<file path="config.mk">
export PLATFORM = sky130hd
export DESIGN_NAME = clock_adjust_ctrl
export DESIGN_NICKNAME = d
export VERILOG_FILES = /design/src/rtl/clock_pkg.sv /design/src/rtl/key_repeat.sv /design/src/rtl/clock_adjust_ctrl.sv
export SDC_FILE = /design/constraint.sdc
export NUM_CORES = 1
export LEC_CHECK = 0
export CAP_MARGIN = 40
export CORE_AREA = 2 2 56 58
export CTS_BUF_LIST = sky130_fd_sc_hd__clkbuf_8
export DETAILED_ROUTE_END_ITERATION = 16
export DIE_AREA = 0 0 58 60
export PLACE_DENSITY = 0.74
export SETUP_SLACK_MARGIN = 0.1
export SLEW_MARGIN = 20
export SYNTH_ARGS = -nofsm -noshare
export SYNTH_HDL_FRONTEND = slang
export SYNTH_SLANG_ARGS = --single-unit
</file>
<file path="constraint.sdc">
create_clock -name clk -period 3.05 [get_ports clk]
set_input_delay 0.7625 -clock clk [delete_from_list [all_inputs] [get_ports clk]]
set_output_delay 0.7625 -clock clk [all_outputs]
set_load 0.03 [all_outputs]
</file>
<file path="src/rtl/clock_pkg.sv">
// Shared definitions for the clock time-setting controller.
// Holds the mode/state encodings and the blink half-period constant.
package clock_pkg;

    typedef enum logic [1:0] {
        ST_RUN      = 2'b00,
        ST_SET_HOUR = 2'b01,
        ST_SET_MIN  = 2'b10,
        ST_SET_SEC  = 2'b11
    } state_e;

    // tick_ms strobes per blink half-period (2 Hz blink)
    localparam int unsigned BLINK_HALF_MS = 250;
    localparam int unsigned BLINK_W       = $clog2(BLINK_HALF_MS);

    // Mode key advances RUN -> SET_HOUR -> SET_MIN -> SET_SEC -> RUN
    function automatic state_e next_mode(input state_e s);
        state_e n;
        unique case (s)
            ST_RUN:      n = ST_SET_HOUR;
            ST_SET_HOUR: n = ST_SET_MIN;
            ST_SET_MIN:  n = ST_SET_SEC;
            ST_SET_SEC:  n = ST_RUN;
            default:     n = ST_RUN;
        endcase
        return n;
    endfunction

endpackage

</file>
<file path="src/rtl/key_repeat.sv">
// Key edge detector with hold/auto-repeat counter.
// o_rise pulses for one cycle on a registered 0->1 of the key level;
// o_press_or_repeat also pulses every HOLD_MS then REPEAT_MS tick_ms
// strobes while the key is held and i_repeat_en is set.
module key_repeat #(
    parameter int unsigned HOLD_MS   = 500,
    parameter int unsigned REPEAT_MS = 200,
    parameter int unsigned MS_W      = 10
) (
    input  logic clk,
    input  logic rst,
    input  logic i_tick_ms,
    input  logic i_key,
    input  logic i_repeat_en,
    input  logic i_clr,
    output logic o_rise,
    output logic o_press_or_repeat
);

    logic            r_key;
    logic            r_prev;
    logic            r_repeat;
    logic            w_repeat_d;
    logic [MS_W-1:0] r_ms_cnt;
    logic [MS_W-1:0] w_ms_cnt_d;
    logic [MS_W-1:0] w_ms_inc;
    logic [MS_W-1:0] w_limit;
    logic            w_hold;
    logic            w_hit;

    // Edge registers reset to 1 so a key held through reset yields no edge
    always_ff @(posedge clk or posedge rst) begin
        if (rst) begin
            r_key  <= 1'b1;
            r_prev <= 1'b1;
        end else begin
            r_key  <= i_key;
            r_prev <= r_key;
        end
    end

    assign o_rise   = r_key & ~r_prev;
    assign w_hold   = r_key & i_repeat_en;
    assign w_ms_inc = r_ms_cnt + MS_W'(1);
    assign w_limit  = r_repeat ? MS_W'(REPEAT_MS) : MS_W'(HOLD_MS);
    assign w_hit    = w_hold & i_tick_ms & (w_ms_inc == w_limit);

    assign o_press_or_repeat = o_rise | w_hit;

    // Hold counter: reload on each repeat pulse, clear on release or mode change
    always_comb begin
        w_ms_cnt_d = r_ms_cnt;
        w_repeat_d = r_repeat;
        if (!w_hold || i_clr) begin
            w_ms_cnt_d = '0;
            w_repeat_d = 1'b0;
        end else if (i_tick_ms) begin
            if (w_hit) begin
                w_ms_cnt_d = '0;
                w_repeat_d = 1'b1;
            end else begin
                w_ms_cnt_d = w_ms_inc;
            end
        end
    end

    // Hold counter state
    always_ff @(posedge clk or posedge rst) begin
        if (rst) begin
            r_ms_cnt <= '0;
            r_repeat <= 1'b0;
        end else begin
            r_ms_cnt <= w_ms_cnt_d;
            r_repeat <= w_repeat_d;
        end
    end

endmodule

</file>
<file path="src/rtl/clock_adjust_ctrl.sv">
// Time-setting controller for the BCD clock counter chain.
// Mode key walks RUN/SET_HOUR/SET_MIN/SET_SEC; inc key issues one-cycle
// adjust strobes with auto-repeat; idle edit modes time out back to RUN.
// Optional build macro ADJ_BLINK_EN adds the 2 Hz edit-field blink gate.
module clock_adjust_ctrl
    import clock_pkg::*;
#(
    parameter int unsigned HOLD_MS   = 500,
    parameter int unsigned REPEAT_MS = 200,
    parameter int unsigned TIMEOUT_S = 10,
    parameter int unsigned MS_W      = 10
) (
    input  logic       clk,
    input  logic       rst,
    input  logic       tick_ms,
    input  logic       tick_1hz,
    input  logic       key_mode,
    input  logic       key_inc,
    output logic       run_en,
    output logic       inc_hour,
    output logic       inc_min,
    output logic       clr_sec,
    output logic [1:0] mode,
    output logic       blink
);

    localparam int unsigned SEC_W = (TIMEOUT_S > 1) ? $clog2(TIMEOUT_S + 1) : 1;

    state_e           r_state;
    state_e           w_state_d;
    logic             r_run_en;
    logic             r_inc_hour;
    logic             r_inc_min;
    logic             r_clr_sec;
    logic             w_inc_hour_d;
    logic             w_inc_min_d;
    logic             w_clr_sec_d;
    logic [SEC_W-1:0] r_sec_cnt;
    logic [SEC_W-1:0] w_sec_cnt_d;
    logic [SEC_W-1:0] w_sec_inc;

    logic w_mode_rise;
    logic w_mode_evt;
    logic w_inc_rise;
    logic w_inc_pulse;
    logic w_key_rise;
    logic w_in_set;
    logic w_repeat_en;
    logic w_timeout;
    logic w_state_change;

    assign w_in_set    = (r_state != ST_RUN);
    assign w_repeat_en = (r_state == ST_SET_HOUR) || (r_state == ST_SET_MIN);
    assign w_key_rise  = w_mode_evt | w_inc_rise;
    assign w_sec_inc   = r_sec_cnt + SEC_W'(1);
    // A key rise in the same cycle as the final second wins over the timeout
    assign w_timeout   = (TIMEOUT_S != 0) && w_in_set && tick_1hz && !w_key_rise &&
                         (w_sec_inc == SEC_W'(TIMEOUT_S));
    assign w_state_change = w_mode_rise | w_timeout;

    key_repeat #(
        .HOLD_MS   (HOLD_MS),
        .REPEAT_MS (REPEAT_MS),
        .MS_W      (MS_W)
    ) u_mode_key (
        .clk               (clk),
        .rst               (rst),
        .i_tick_ms         (tick_ms),
        .i_key             (key_mode),
        .i_repeat_en       (1'b0),
        .i_clr             (1'b0),
        .o_rise            (w_mode_rise),
        .o_press_or_repeat (w_mode_evt)   // repeat disabled: identical to the edge
    );

    key_repeat #(
        .HOLD_MS   (HOLD_MS),
        .REPEAT_MS (REPEAT_MS),
        .MS_W      (MS_W)
    ) u_inc_key (
        .clk               (clk),
        .rst               (rst),
        .i_tick_ms         (tick_ms),
        .i_key             (key_inc),
        .i_repeat_en       (w_repeat_en),
        .i_clr             (w_state_change),
        .o_rise            (w_inc_rise),
        .o_press_or_repeat (w_inc_pulse)
    );

    // Next state and strobes: mode rise > timeout > inc press/repeat
    always_comb begin
        w_state_d    = r_state;
        w_inc_hour_d = 1'b0;
        w_inc_min_d  = 1'b0;
        w_clr_sec_d  = 1'b0;
        if (w_mode_rise) begin
            w_state_d = next_mode(r_state);
        end else if (w_timeout) begin
            w_state_d = ST_RUN;
        end else if (w_inc_pulse) begin
            unique case (r_state)
                ST_SET_HOUR: w_inc_hour_d = 1'b1;
                ST_SET_MIN:  w_inc_min_d  = 1'b1;
                ST_SET_SEC:  w_clr_sec_d  = 1'b1;
                ST_RUN:      ;
            endcase
        end
    end

    // Idle-seconds counter: held at 0 in RUN, restarted by any key rise
    always_comb begin
        w_sec_cnt_d = r_sec_cnt;
        if (!w_in_set || w_key_rise || w_state_change) begin
            w_sec_cnt_d = '0;
        end else if (tick_1hz) begin
            w_sec_cnt_d = w_sec_inc;
        end
    end

    // State, run enable and strobe registers
    always_ff @(posedge clk or posedge rst) begin
        if (rst) begin
            r_state    <= ST_RUN;
            r_run_en   <= 1'b1;
            r_inc_hour <= 1'b0;
            r_inc_min  <= 1'b0;
            r_clr_sec  <= 1'b0;
            r_sec_cnt  <= '0;
        end else begin
            r_state    <= w_state_d;
            r_run_en   <= (w_state_d == ST_RUN);
            r_inc_hour <= w_inc_hour_d;
            r_inc_min  <= w_inc_min_d;
            r_clr_sec  <= w_clr_sec_d;
            r_sec_cnt  <= w_sec_cnt_d;
        end
    end

`ifdef ADJ_BLINK_EN
    logic [BLINK_W-1:0] r_blink_cnt;
    logic [BLINK_W-1:0] w_blink_cnt_d;
    logic               r_blink_tgl;
    logic               w_blink_tgl_d;
    logic               r_blink;
    logic               w_blink_d;

    // Half-period divider; blink high means digits shown, forced while inc held
    always_comb begin
        w_blink_cnt_d = r_blink_cnt;
        w_blink_tgl_d = r_blink_tgl;
        if (w_state_d == ST_RUN) begin
            w_blink_cnt_d = '0;
            w_blink_tgl_d = 1'b0;
        end else if (tick_ms) begin
            if (r_blink_cnt == BLINK_W'(BLINK_HALF_MS - 1)) begin
                w_blink_cnt_d = '0;
                w_blink_tgl_d = ~r_blink_tgl;
            end else begin
                w_blink_cnt_d = r_blink_cnt + BLINK_W'(1);
            end
        end
        w_blink_d = (w_state_d != ST_RUN) && (key_inc || !w_blink_tgl_d);
    end

    // Blink divider and gate registers
    always_ff @(posedge clk or posedge rst) begin
        if (rst) begin
            r_blink_cnt <= '0;
            r_blink_tgl <= 1'b0;
            r_blink     <= 1'b0;
        end else begin
            r_blink_cnt <= w_blink_cnt_d;
            r_blink_tgl <= w_blink_tgl_d;
            r_blink     <= w_blink_d;
        end
    end

    assign blink = r_blink;
`else
    assign blink = 1'b0;
`endif

    assign run_en   = r_run_en;
    assign inc_hour = r_inc_hour;
    assign inc_min  = r_inc_min;
    assign clr_sec  = r_clr_sec;
    assign mode     = r_state;

endmodule
</file>
# Yosys cells after proc, flatten, opt, wreduce, memory -nomap -nowiden

Cells that the tools add are included.

Reduce and logical (&&, ||, !) cells: 17
Bitwise operators: 10
Eq/ne operators: 5
Add/sub/neg operators: 2
Multiplexer cells: 24

Operators with widths:

| cell                  | number |
|---|---|
| $mux 10               | 3 |
| $mux 1                | 15 |
| $add 10x1->10 const B | 1 |
| $eq 10x10->1          | 1 |
| $mux 9                | 1 |
| $mux 4                | 2 |
| $pmux 2 s4            | 1 |
| $reduce_bool 2->1     | 4 |
| $and 1x1->1           | 5 |
| $add 4x1->4 const B   | 1 |
| $eq 2x2->1 const B    | 2 |
| $eq 4x4->1 const B    | 1 |
| $logic_not 2->1       | 2 |
| $logic_or 1x1->1      | 4 |
| $mux 2                | 2 |
| $logic_and 1x1->1     | 3 |
| $logic_not 1->1       | 3 |
| $or 1x1->1            | 3 |
| $eq 2x1->1 const B    | 1 |
| $not 1->1             | 2 |
| $reduce_and 2->1      | 1 |

Input port bits: 6
Output and inout port bits: 7
Bits in registers: 25
Logic and storage cells: 70

# Depth between registers and ports, before layout

Gate-level depths: netlist of the first run.

Word-level depth: 10
Gate-level depth with buffers: 8
Gate-level depth less buffers: 8

# Cells and area by module

Synthesis of the first run repeated with hierarchy kept, for this count alone.

Cell total of the unflattened synthesis: 263
Area total of the unflattened synthesis: 2,426.1 sq um

Modules (own cells, without submodules):

| module            | instances | area an instance (sq um) | seq. area each (sq um) | cells each |
|---|---|---|---|---|
| key_repeat        | 2         | 928.4                    | 327.8                  | 105 |
| clock_adjust_ctrl | 1         | 569.3                    | 251.5                  | 53 |

# Worst setup path before layout of the first run

Ideal clock, no wire load.

Kind: in2reg
Start point: input port tick_1hz
End point: register u_inc_key.r_ms_cnt[1]
Data required time: 2.940 ns
Setup slack: 0.836 ns
Stages on the path: 7
Setup time: 0.110 ns
Path buffers: 1
Arrival time: 2.104 ns
Cells stage by stage: clkbuf_1 -> nand4bb_1 -> nor4b_1 -> a211oi_2 -> nand3_1 -> or3b_2 -> o41ai_1

Word-level cells in the longest chain between the ends: 6
Elaborated cells on any way between the ends: 7
Classes of those cells: 1 x mux; 1 x bitwise; 5 x reduce/logical

RTL lines:

| what                                         | RTL line                | text |
|---|---|---|
| start: declaration                           | clock_adjust_ctrl.sv:16 | `input logic tick_1hz,` |
| $logic_and 1x1->1 * (3 in series)            | clock_adjust_ctrl.sv:57 | `assign w_timeout = (TIMEOUT_S != 0) && w_in_set && tick_1hz && !w_key_rise &&` |
| $or 1x1->1 *                                 | clock_adjust_ctrl.sv:59 | `assign w_state_change = w_mode_rise \| w_timeout;` |
| $logic_or 1x1->1 *                           | key_repeat.sv:54        | `if (!w_hold \|\| i_clr) begin` |
| $mux 10 or $reduce_bool 2->1 (tied branches) | --                      |  |
| end signal: assignment                       | key_repeat.sv:73        | `r_ms_cnt <= w_ms_cnt_d;` |
| end: declaration                             | key_repeat.sv:24        | `logic [MS_W-1:0] r_ms_cnt;` |

Mark *: on every way between the ends. The rest lies on a longest branch, timed or not.
A chain may end at the register's enable or synchronous reset.

# Worst setup path after layout of the first run

Start point: register u_inc_key.r_ms_cnt[0]
End point: register u_inc_key.r_ms_cnt[2]

Word-level cells in the longest chain between the ends: 6

RTL lines:

| what            | RTL line         | text |
|---|---|---|
| $add 10x1->10 * | key_repeat.sv:44 | `assign w_ms_inc = r_ms_cnt + MS_W'(1);` |
| $eq 10x10->1    | key_repeat.sv:46 | `assign w_hit = w_hold & i_tick_ms & (w_ms_inc == w_limit);` |
| $and 1x1->1     | key_repeat.sv:46 |  |
| $mux 10 *       | key_repeat.sv:58 | `if (w_hit) begin` |
| $mux 10 *       | key_repeat.sv:57 | `end else if (i_tick_ms) begin` |
| $mux 10 *       | key_repeat.sv:54 |  |

Mark *: on every way between the ends. The rest lies on a longest branch, timed or not. The select of a mux whose other input is x is not followed.

==> results.cfg, run 1 <==
[status]
status = complete, no violations

[floorplan]
die_y_um = 60
io_pins = 13
start_util = 0.525
fp.dieW_um = 58
core_sq_mm = 0.00290
die-area_sq_mm = 0.00348
rows = 20

[flow_run]
cap_viol_max_count = 0

[detailed_routing]
vias_per_cell = 6.03
postRouteAntennaNets = 0
dr_total_vias = 1146
wl_mm = 3.01
drc = 0
drtIter0Drc = 67
routedWlPerCell_um = 15.8
firstDrtPassIters = 6

[worst_setup_path]
crit_chain = ha_1, and2_1, nand4_2, xor2_2, xor2_2, nor2_4, a2111oi_2
rr_startpoint = u_inc_key.r_ms_cnt[0]$_DFFE_PP0P_
cpMostUsedCell = xor2_2
crit_arrival_ns = 2.68
r2r_slack_ns = 0.53
critPathMaxStageDelay_ns = 0.47
crit_path_end_kind = flop
worstRegToRegCells = 7
critical_path.top_delay_family = simple AND/OR/NAND/NOR gates
worstSetupStartpointType = flop
worstPathRequired_ns = 3.22
r2r_end = u_inc_key.r_ms_cnt[2]$_DFFE_PP0P_
crit_type = flop to flop
worst-path-buf-inv = 0
crit_fanout = 7
cp_slowest_cell = dfrtp_1

[logic_synthesis]
synth_compound_area_frac = 0.164
yosysTopAreaCell = dfrtp_1
ys_seq_area_frac = 0.414
syn-num-nets = 161
synthesis.area_sq_mm = 0.00153
synth_fa_ha_area_frac = 0.0656
yosys.area_share.simple = 0.237
ys_seq_elements = 25
synth_ff_type = dfrtp_1
async_reset_ff_frac = 1.00
synthMuxAreaShare = 0
synth.area.top_cells = dfrtp_1 33%, dfstp_2 8.6%, ha_1 6.6%, nor2_1 3.2%, nand2_1 3.0%
ys_types = 50
synth_edf_count = 0
synth_xor_area_frac = 0.0673
synth-warning-count = 0
avgSynthCellArea_sq_um = 10.4
synth_top_family_by_area = simple AND/OR/NAND/NOR gates
yosys.area.top_type_share = 0.328
synth_cells = 147

[sta]
slew_viol_final = 0
skew_ns = 0.00537
fin_crit_sh = 0.825
fin_tns_setup_ns = 0
fmax_mhz = 398
min_period_ns = 2.52
rsz0062_at_grt = no
finalSetupViolCount = 0
hold_viol = 0

[cts]
cts_max_path_buffers = 2
cts.sinks = 25
root_buffer = clkbuf_8
cts_resized = 0
numCtsBuffers = 3
cts_tree = done
insertion_delay_ns = 0.27
postCtsHoldBufs = 0
clk_pin_slew_worst_paths_ns = 0.09
cts_max_level = 1
cts_setup_buffers = 0

[final_layout]
layout_common_cells = 20 x dfrtp_1, 13 x nor2_1, 12 x nand2_1
final_common_cell = dfrtp_1
nets = 172
drive_gt1_frac = 0.166
syn_to_final_growth_pct = 11.2
postLayoutCellArea_sq_mm = 0.00170
num_antenna_cells = 0

[global_route]
track_usage = 0.199
grt_max_degree = 26
grt_pass1_vias = 1130
grt_overflow = 0
grt_pass1_wl_mm = 5.22
antenna_found_initial = 0

[placement]
dp_hpwl_mm = 2.18
gp_routability_congestion = 0.868
io_buffers = 11
placement.cell_area_sq_mm = 0.00165

[power_and_ir_drop]
power.density_mw_per_mm2 = 516
p_leak_nw = 0.715
power_w = 0.000875
vdd_drop_max_uv = 456

[hold_path]
hold_path_class = flop to flop
hold_depth = 0
min_from = u_mode_key.r_key$_DFF_PP1_
holdPathEnd = u_mode_key.r_prev$_DFF_PP1_
-- worst register-to-register path, delay by kind of cell, from the launching register on --
kind	cells	cell delay, ns
simple gates	3	0.72
xor+xnor	2	0.58
flops	1	0.47
compound gates	1	0.34
fa+ha+maj	1	0.31
-- flip-flops by register name, indices dropped and copies added, names as in the netlist --
register and flops:
u_inc_key.r_prev 1, inc_hour 1, mode 2, u_mode_key.r_prev 1, inc_min 1, clr_sec 1, u_inc_key.r_ms_cnt 10, u_inc_key.r_repeat 1
u_mode_key.r_key 1, run_en 1, r_sec_cnt 4, u_inc_key.r_key 1
-- kinds of logic after synthesis --
group	after synthesis
AO/OA/AOI/OAI	27
other	1
XOR/XNOR	10
flip-flops	25
AND/OR/NAND/NOR	61
adder cells (fa/ha/maj)	8
buffers and inverters	15
-- Yosys cell counts (all sizes together), types with 3 or more instances --
library cell  count
o211a             3
nor4              4
ha                8
buf               6
dfrtp            20
xnor2             4
nor2             14
a31oi             5
nor3              3
or3               4
o21ai             3
o211ai            3
nor4b             3
xor2              6
dfstp             5
inv               7
nand4             6
nand3             5
nand2            12
-- metrics by stage --
step / setup WS, ns / hold slack, ns / util / std cells
3_3_place_gp: 0.393 / 0.356 / 0.569 / 186
5_1_grt: 0.327 / 0.377 / 0.584 / 190
3_5_place_dp: 0.296 / 0.357 / 0.569 / 186
4_1_cts: 0.523 / 0.369 / 0.584 / 190
2_1_floorplan: 0.836 / 0.351 / - / 147
6_report: 0.534 / 0.367 / 0.584 / 190
-- layer usage --
metal,wire (um),vias up,GRT usage
li1,-,548,-
met1,1350,554,0.255
met2,1470,39,0.333
met3,141,5,0.0303
met4,42,0,0.0864
met5,0,-,0
-- power by group --
group	switching [W]	total, W	internal, W
Sequential	0.0000403	0.000415	0.000374
Clock	0.000101	0.000191	0.0000901
Combinational	0.000160	0.000269	0.000110
Total	0.000301	0.000875	0.000574
-- cell type report --
| cell class | instances | area [sq um] |
|---|---|---|
| Tap cell | 33 | 41.3 |
| Inverter | 7 | 26.3 |
| Sequential cell | 25 | 632 |
| Clock buffer | 3 | 41.3 |
| Clock inverter | 1 | 3.75 |
| Timing Repair Buffer | 14 | 133 |
| Fill cell | 234 | 1210 |
| Multi-Input combinational cell | 107 | 818 |
-- worst max path at each step --
stage	startpoint	end	slack (ns)	depth (start not counted)
final	u_inc_key.r_ms_cnt[0]$_DFFE_PP0P_	u_inc_key.r_ms_cnt[2]$_DFFE_PP0P_	0.53	7
after global routing	tick_1hz	u_inc_key.r_ms_cnt[1]$_DFFE_PP0P_	0.33	7
after CTS	u_inc_key.r_ms_cnt[0]$_DFFE_PP0P_	u_inc_key.r_ms_cnt[2]$_DFFE_PP0P_	0.52	7
after detailed placement	tick_1hz	u_inc_key.r_ms_cnt[1]$_DFFE_PP0P_	0.30	7
after global placement	tick_1hz	u_inc_key.r_ms_cnt[1]$_DFFE_PP0P_	0.39	7
after floorplan	tick_1hz	u_inc_key.r_ms_cnt[1]$_DFFE_PP0P_	0.84	7
(Power assumes the default switching activity.)
==> run 2, diff against run 1 <==
--- a/config.mk
+++ b/config.mk
@@ -6,11 +6,11 @@
 export NUM_CORES = 1
 export LEC_CHECK = 0
 export CAP_MARGIN = 40
-export CORE_AREA = 2 2 56 58
+export CORE_AREA = 2 2 57 59
 export CTS_BUF_LIST = sky130_fd_sc_hd__clkbuf_8
 export DETAILED_ROUTE_END_ITERATION = 16
-export DIE_AREA = 0 0 58 60
-export PLACE_DENSITY = 0.74
+export DIE_AREA = 0 0 59 61
+export PLACE_DENSITY = 0.75
 export SETUP_SLACK_MARGIN = 0.1
 export SLEW_MARGIN = 20
 export SYNTH_ARGS = -nofsm -noshare
==> constraint.sdc (replaced) <==
create_clock -name clk -period 2 [get_ports clk]
set_input_delay 0.5 -clock clk [delete_from_list [all_inputs] [get_ports clk]]
set_output_delay 0.5 -clock clk [all_outputs]
set_load 0.03 [all_outputs]
==> results.cfg, run 2 (synthesis results as in run 1) <==
[status]
status = complete, but fails checks
violations = setup timing

[cts]
cts_max_path_buffers = 2
clk_pin_slew_worst_paths_ns = 0.10
cts_max_level = 1
numCtsBuffers = 3
insertion_delay_ns = 0.28
cts.sinks = 25
cts_tree = done
root_buffer = clkbuf_8

[final_layout]
layout_common_cells = 19 x buf_4, 14 x dfrtp_1, 13 x nor2_1
nets = 189
num_antenna_cells = 0
regMostFlops = u_inc_key.r_ms_cnt
syn_to_final_growth_pct = 28.0
stdcell_count = 207
drive_gt1_frac = 0.356
fillerInstances = 227
final_common_cell = buf_4
largest_register_ffs = 10
finish.utilization = 0.661

[worst_setup_path]
worstSetupStartpointType = flop
crit_fanout = 7
r2r_slack_ns = -0.002
crit_arrival_ns = 2.16
cp_slowest_cell = dfrtp_2
crit_chain = ha_4, nor4b_4, a31oi_4, nor4b_4, o311ai_4, buf_12, nor3_1, nor3_1
crit_type = flop to flop
critical_path.top_delay_family = simple AND/OR/NAND/NOR gates
worstPathRequired_ns = 2.16
critPathMaxStageDelay_ns = 0.43
crit_path_end_kind = flop
worst-path-buf-inv = 1

[detailed_routing]
firstDrtPassIters = 4
postRouteAntennaNets = 0
wl_mm = 3.30
drc = 0
met3_length_um = 137
dr_total_vias = 1219
drtIter0Drc = 47
vias_per_cell = 5.89
routed.top_layer = met4
wl_met2_mm = 1.56
drt-met1-wl_mm = 1.54
routedWlPerCell_um = 15.9

[placement]
dp_cells = 201
dp_hpwl_mm = 2.30
gp_routability_congestion = 0.853
io_buffers = 11

[sta]
fin_crit_sh = 1.00
fmax_mhz = 500
setup_ws_ns = -0.00170
skew_ns = 0.00980
rsz0062_at_grt = yes
hold_viol = 0
min_period_ns = 2.00
finalSetupViolCount = 1
slew_viol_final = 0

[hold_path]
hold_path_class = flop to flop

[global_route]
grt_pass1_vias = 1226
grt_max_degree = 26
track_usage = 0.206
grt_pass1_wl_mm = 5.63
antenna_found_initial = 0
grt_overflow = 0

[flow_run]
cap_viol_max_count = 0

[power_and_ir_drop]
vdd_drop_max_uv = 420
power.density_mw_per_mm2 = 736
p_leak_nw = 0.828

[floorplan]
rows = 20
fp.dieW_um = 59
core_sq_mm = 0.00295
die_y_um = 61
start_util = 0.517
die-area_sq_mm = 0.00360
io_pins = 13
[run 2: final timing paths]
path,from,end,cells after the start
worst max-delay path,u_inc_key.r_ms_cnt[0]$_DFFE_PP0P_,u_inc_key.r_ms_cnt[0]$_DFFE_PP0P_,8
worst min register to register,u_mode_key.r_key$_DFF_PP1_,u_mode_key.r_prev$_DFF_PP1_,0
worst min-delay path,u_mode_key.r_key$_DFF_PP1_,u_mode_key.r_prev$_DFF_PP1_,0
min in group asynchronous,rst,r_sec_cnt[1]$_DFFE_PP0P_,3
worst max register to register,u_inc_key.r_ms_cnt[0]$_DFFE_PP0P_,u_inc_key.r_ms_cnt[0]$_DFFE_PP0P_,8
max in group asynchronous,rst,run_en$_DFF_PP1_,3
[run 2: cell type report]
type | count | area [sq um] | share of cell area
clock buffer | 3 | 41.3 | 0.0212
clock inverter | 1 | 8.76 | 0.00449
inverter | 7 | 26.3 | 0.0135
multi-input combinational | 107 | 918 | 0.471
sequential | 25 | 639 | 0.328
tap | 33 | 41.3 | 0.0212
timing repair buffer | 31 | 277 | 0.142
[run 2: report_power, final]
part / switching [W] / leakage (nW) / internal (W)
logic: 0.000275 / 0.484 / 0.000204
clock network: 0.000179 / 0.0261 / 0.000146
registers: 0.0000573 / 0.318 / 0.000576
total: 0.000511 / 0.828 / 0.000926
[run 2: layer usage]
metal  vias to the layer above  global-route usage
met5                         -                   0
met4                         0              0.0584
met3                         7              0.0256
met2                        37               0.346
met1                       594               0.281
li1                        581                   -
[run 2: metrics by stage]
| step | area (sq um) | worst slack [ns] | hold slack (ns) | TNS [ns] | total power [W] |
|---|---|---|---|---|---|
| 4_1_cts | 1930 | 0.0194 | 0.371 | 0 | 0.00145 |
| 6_report | 1950 | -0.00170 | 0.369 | -0.00170 | 0.00144 |
| 5_1_grt | 1950 | -0.0988 | 0.380 | -0.560 | 0.00152 |
| 3_5_place_dp | 1790 | -0.130 | 0.356 | -1.08 | 0.00112 |
| 3_3_place_gp | 1790 | -0.107 | 0.355 | -0.658 | 0.00110 |
| 2_1_floorplan | 1560 | 0.0560 | 0.351 | 0 | 0.000939 |
[run 2: what timing repair did]
action	4_1_cts	5_1_grt
cloned	0	0
pin swaps	7	8
resized for setup	12	7
setup buffers	2	0
hold buffers	0	0
setup endpoints to repair	14	17
==> run 3, diff against run 2 <==
--- a/config.mk
+++ b/config.mk
@@ -11,8 +11,10 @@
 export DETAILED_ROUTE_END_ITERATION = 16
 export DIE_AREA = 0 0 59 61
 export PLACE_DENSITY = 0.75
+export REMOVE_ABC_BUFFERS = 1
 export SETUP_SLACK_MARGIN = 0.1
 export SLEW_MARGIN = 20
 export SYNTH_ARGS = -nofsm -noshare
 export SYNTH_HDL_FRONTEND = slang
 export SYNTH_SLANG_ARGS = --single-unit
+export TNS_END_PERCENT = 5
==> results.cfg, run 3 (synthesis results as in run 1) <==
[worst_setup_path]
worstPathRequired_ns = 2.15
crit_type = flop to flop
crit_fanout = 7
worstRegToRegCells = 8
worstSetupStartpointType = flop
crit_path_end_kind = flop
crit_arrival_ns = 2.24

[hold_path]
hold_path_class = flop to flop
hold_depth = 0

[cts]
root_buffer = clkbuf_8
numCtsBuffers = 3
insertion_delay_ns = 0.27
clk_pin_slew_worst_paths_ns = 0.09
cts.sinks = 25
cts_max_path_buffers = 2
postCtsHoldBufs = 0
cts_max_level = 1
cts_tree = done

[global_route]
grt_max_degree = 26
grt_pass1_wl_mm = 5.68
track_usage = 0.211
grt_overflow = 0
grt_pass1_vias = 1258
antenna_found_initial = 0

[placement]
io_buffers = 11
gp_routability_congestion = 0.894
dp_hpwl_mm = 2.54
pre_cts_slack_ns = -0.193

[sta]
skew_ns = 0.00794
fin_crit_sh = 1.05
slew_viol_final = 0
rsz0062_at_grt = yes
fmax_mhz = 477
setup_ws_ns = -0.0965
min_period_ns = 2.10
finalSetupViolCount = 12
hold_viol = 0

[final_layout]
fillerInstances = 223
final_common_cell = buf_4
syn_to_final_growth_pct = 26.3
nets = 193
regMostFlops = u_inc_key.r_ms_cnt
layout_common_cells = 22 x buf_4, 19 x dfrtp_1, 13 x nor2_1
drive_gt1_frac = 0.309
largest_register_ffs = 10
num_antenna_cells = 0
finish.utilization = 0.652

[detailed_routing]
vias_per_cell = 5.90
wl_mm = 3.58
routedWlPerCell_um = 16.9
dr_total_vias = 1245
firstDrtPassIters = 4
postRouteAntennaNets = 0
drc = 0
drtIter0Drc = 51

[floorplan]
die_y_um = 61
core_sq_mm = 0.00295
die-area_sq_mm = 0.00360
start_util = 0.517
fp.dieW_um = 59
rows = 20
io_pins = 13

[power_and_ir_drop]
vdd_drop_max_uv = 327
power.density_mw_per_mm2 = 722
p_leak_nw = 0.849

[flow_run]
cap_viol_max_count = 0

[status]
violations = setup timing
status = complete, but fails checks
run 3: final timing paths:
path / from / to / slack (ns)
worst max-delay path: u_inc_key.r_ms_cnt[1]$_DFFE_PP0P_ / u_inc_key.r_ms_cnt[0]$_DFFE_PP0P_ / -0.1
worst min-delay path: u_mode_key.r_key$_DFF_PP1_ / u_mode_key.r_prev$_DFF_PP1_ / 0.37
worst max register to register: u_inc_key.r_ms_cnt[1]$_DFFE_PP0P_ / u_inc_key.r_ms_cnt[0]$_DFFE_PP0P_ / -0.1
worst min register to register: u_mode_key.r_key$_DFF_PP1_ / u_mode_key.r_prev$_DFF_PP1_ / 0.37
max in group asynchronous: rst / run_en$_DFF_PP1_ / 1.13
min in group asynchronous: rst / u_inc_key.r_ms_cnt[5]$_DFFE_PP0P_ / 0.57
run 3: per-stage QoR:
stage / instance area [sq um] / power [W] / setup TNS [ns] / hold WS (ns) / instances
6_report: 1930 / 0.00139 / -0.593 / 0.367 / 211
5_1_grt: 1930 / 0.00146 / -1.65 / 0.372 / 211
4_1_cts: 1890 / 0.00137 / -0.393 / 0.367 / 210
3_5_place_dp: 1790 / 0.00109 / -2.45 / 0.355 / 205
3_3_place_gp: 1790 / 0.00106 / -0.923 / 0.355 / 205
2_1_floorplan: 1480 / 0.000888 / -0.571 / 0.351 / 139
run 3: repair_timing:
action / CTS / global route
endpoints found under the setup margin: 14 / 23
resized for setup: 10 / 7
setup buffers: 1 / 1
pin swaps: 7 / 5
endpoints found under the hold margin: 0 / 0
run 3: final cells by class:
type	instances	area, sq um	area share
clock buffers	3	41.3	0.0214
clock inverters	1	5.00	0.00260
well taps	33	41.3	0.0214
flip-flops and latches	25	633	0.329
multi-input cells	107	877	0.455
inverters	7	26.3	0.0136
repair buffers	35	302	0.157
run 3: per-layer routing:
layer  vias up  share of wire  global-route usage
met5         -              0                   0
met4         0          0.016              0.0877
met3         6          0.041              0.0277
met2        36           0.52               0.390
met1       612           0.42               0.246
li1        591              -                   -
run 3: power by group:
group          leakage [nW]  internal [W]  switching (W)
clock                0.0255      0.000139       0.000158
sequential            0.325      0.000571      0.0000558
combinational         0.498      0.000190       0.000277
run 3: worst max-delay path: stages, from the launching register on:
cell and delay, ns:
dfrtp_1 0.41, ha_2 0.19, buf_6 0.13, nor4b_4 0.29, a31oi_4 0.07, nor4b_4 0.31, o311ai_4 0.20, nor3_1 0.26
nor3_1 0.11
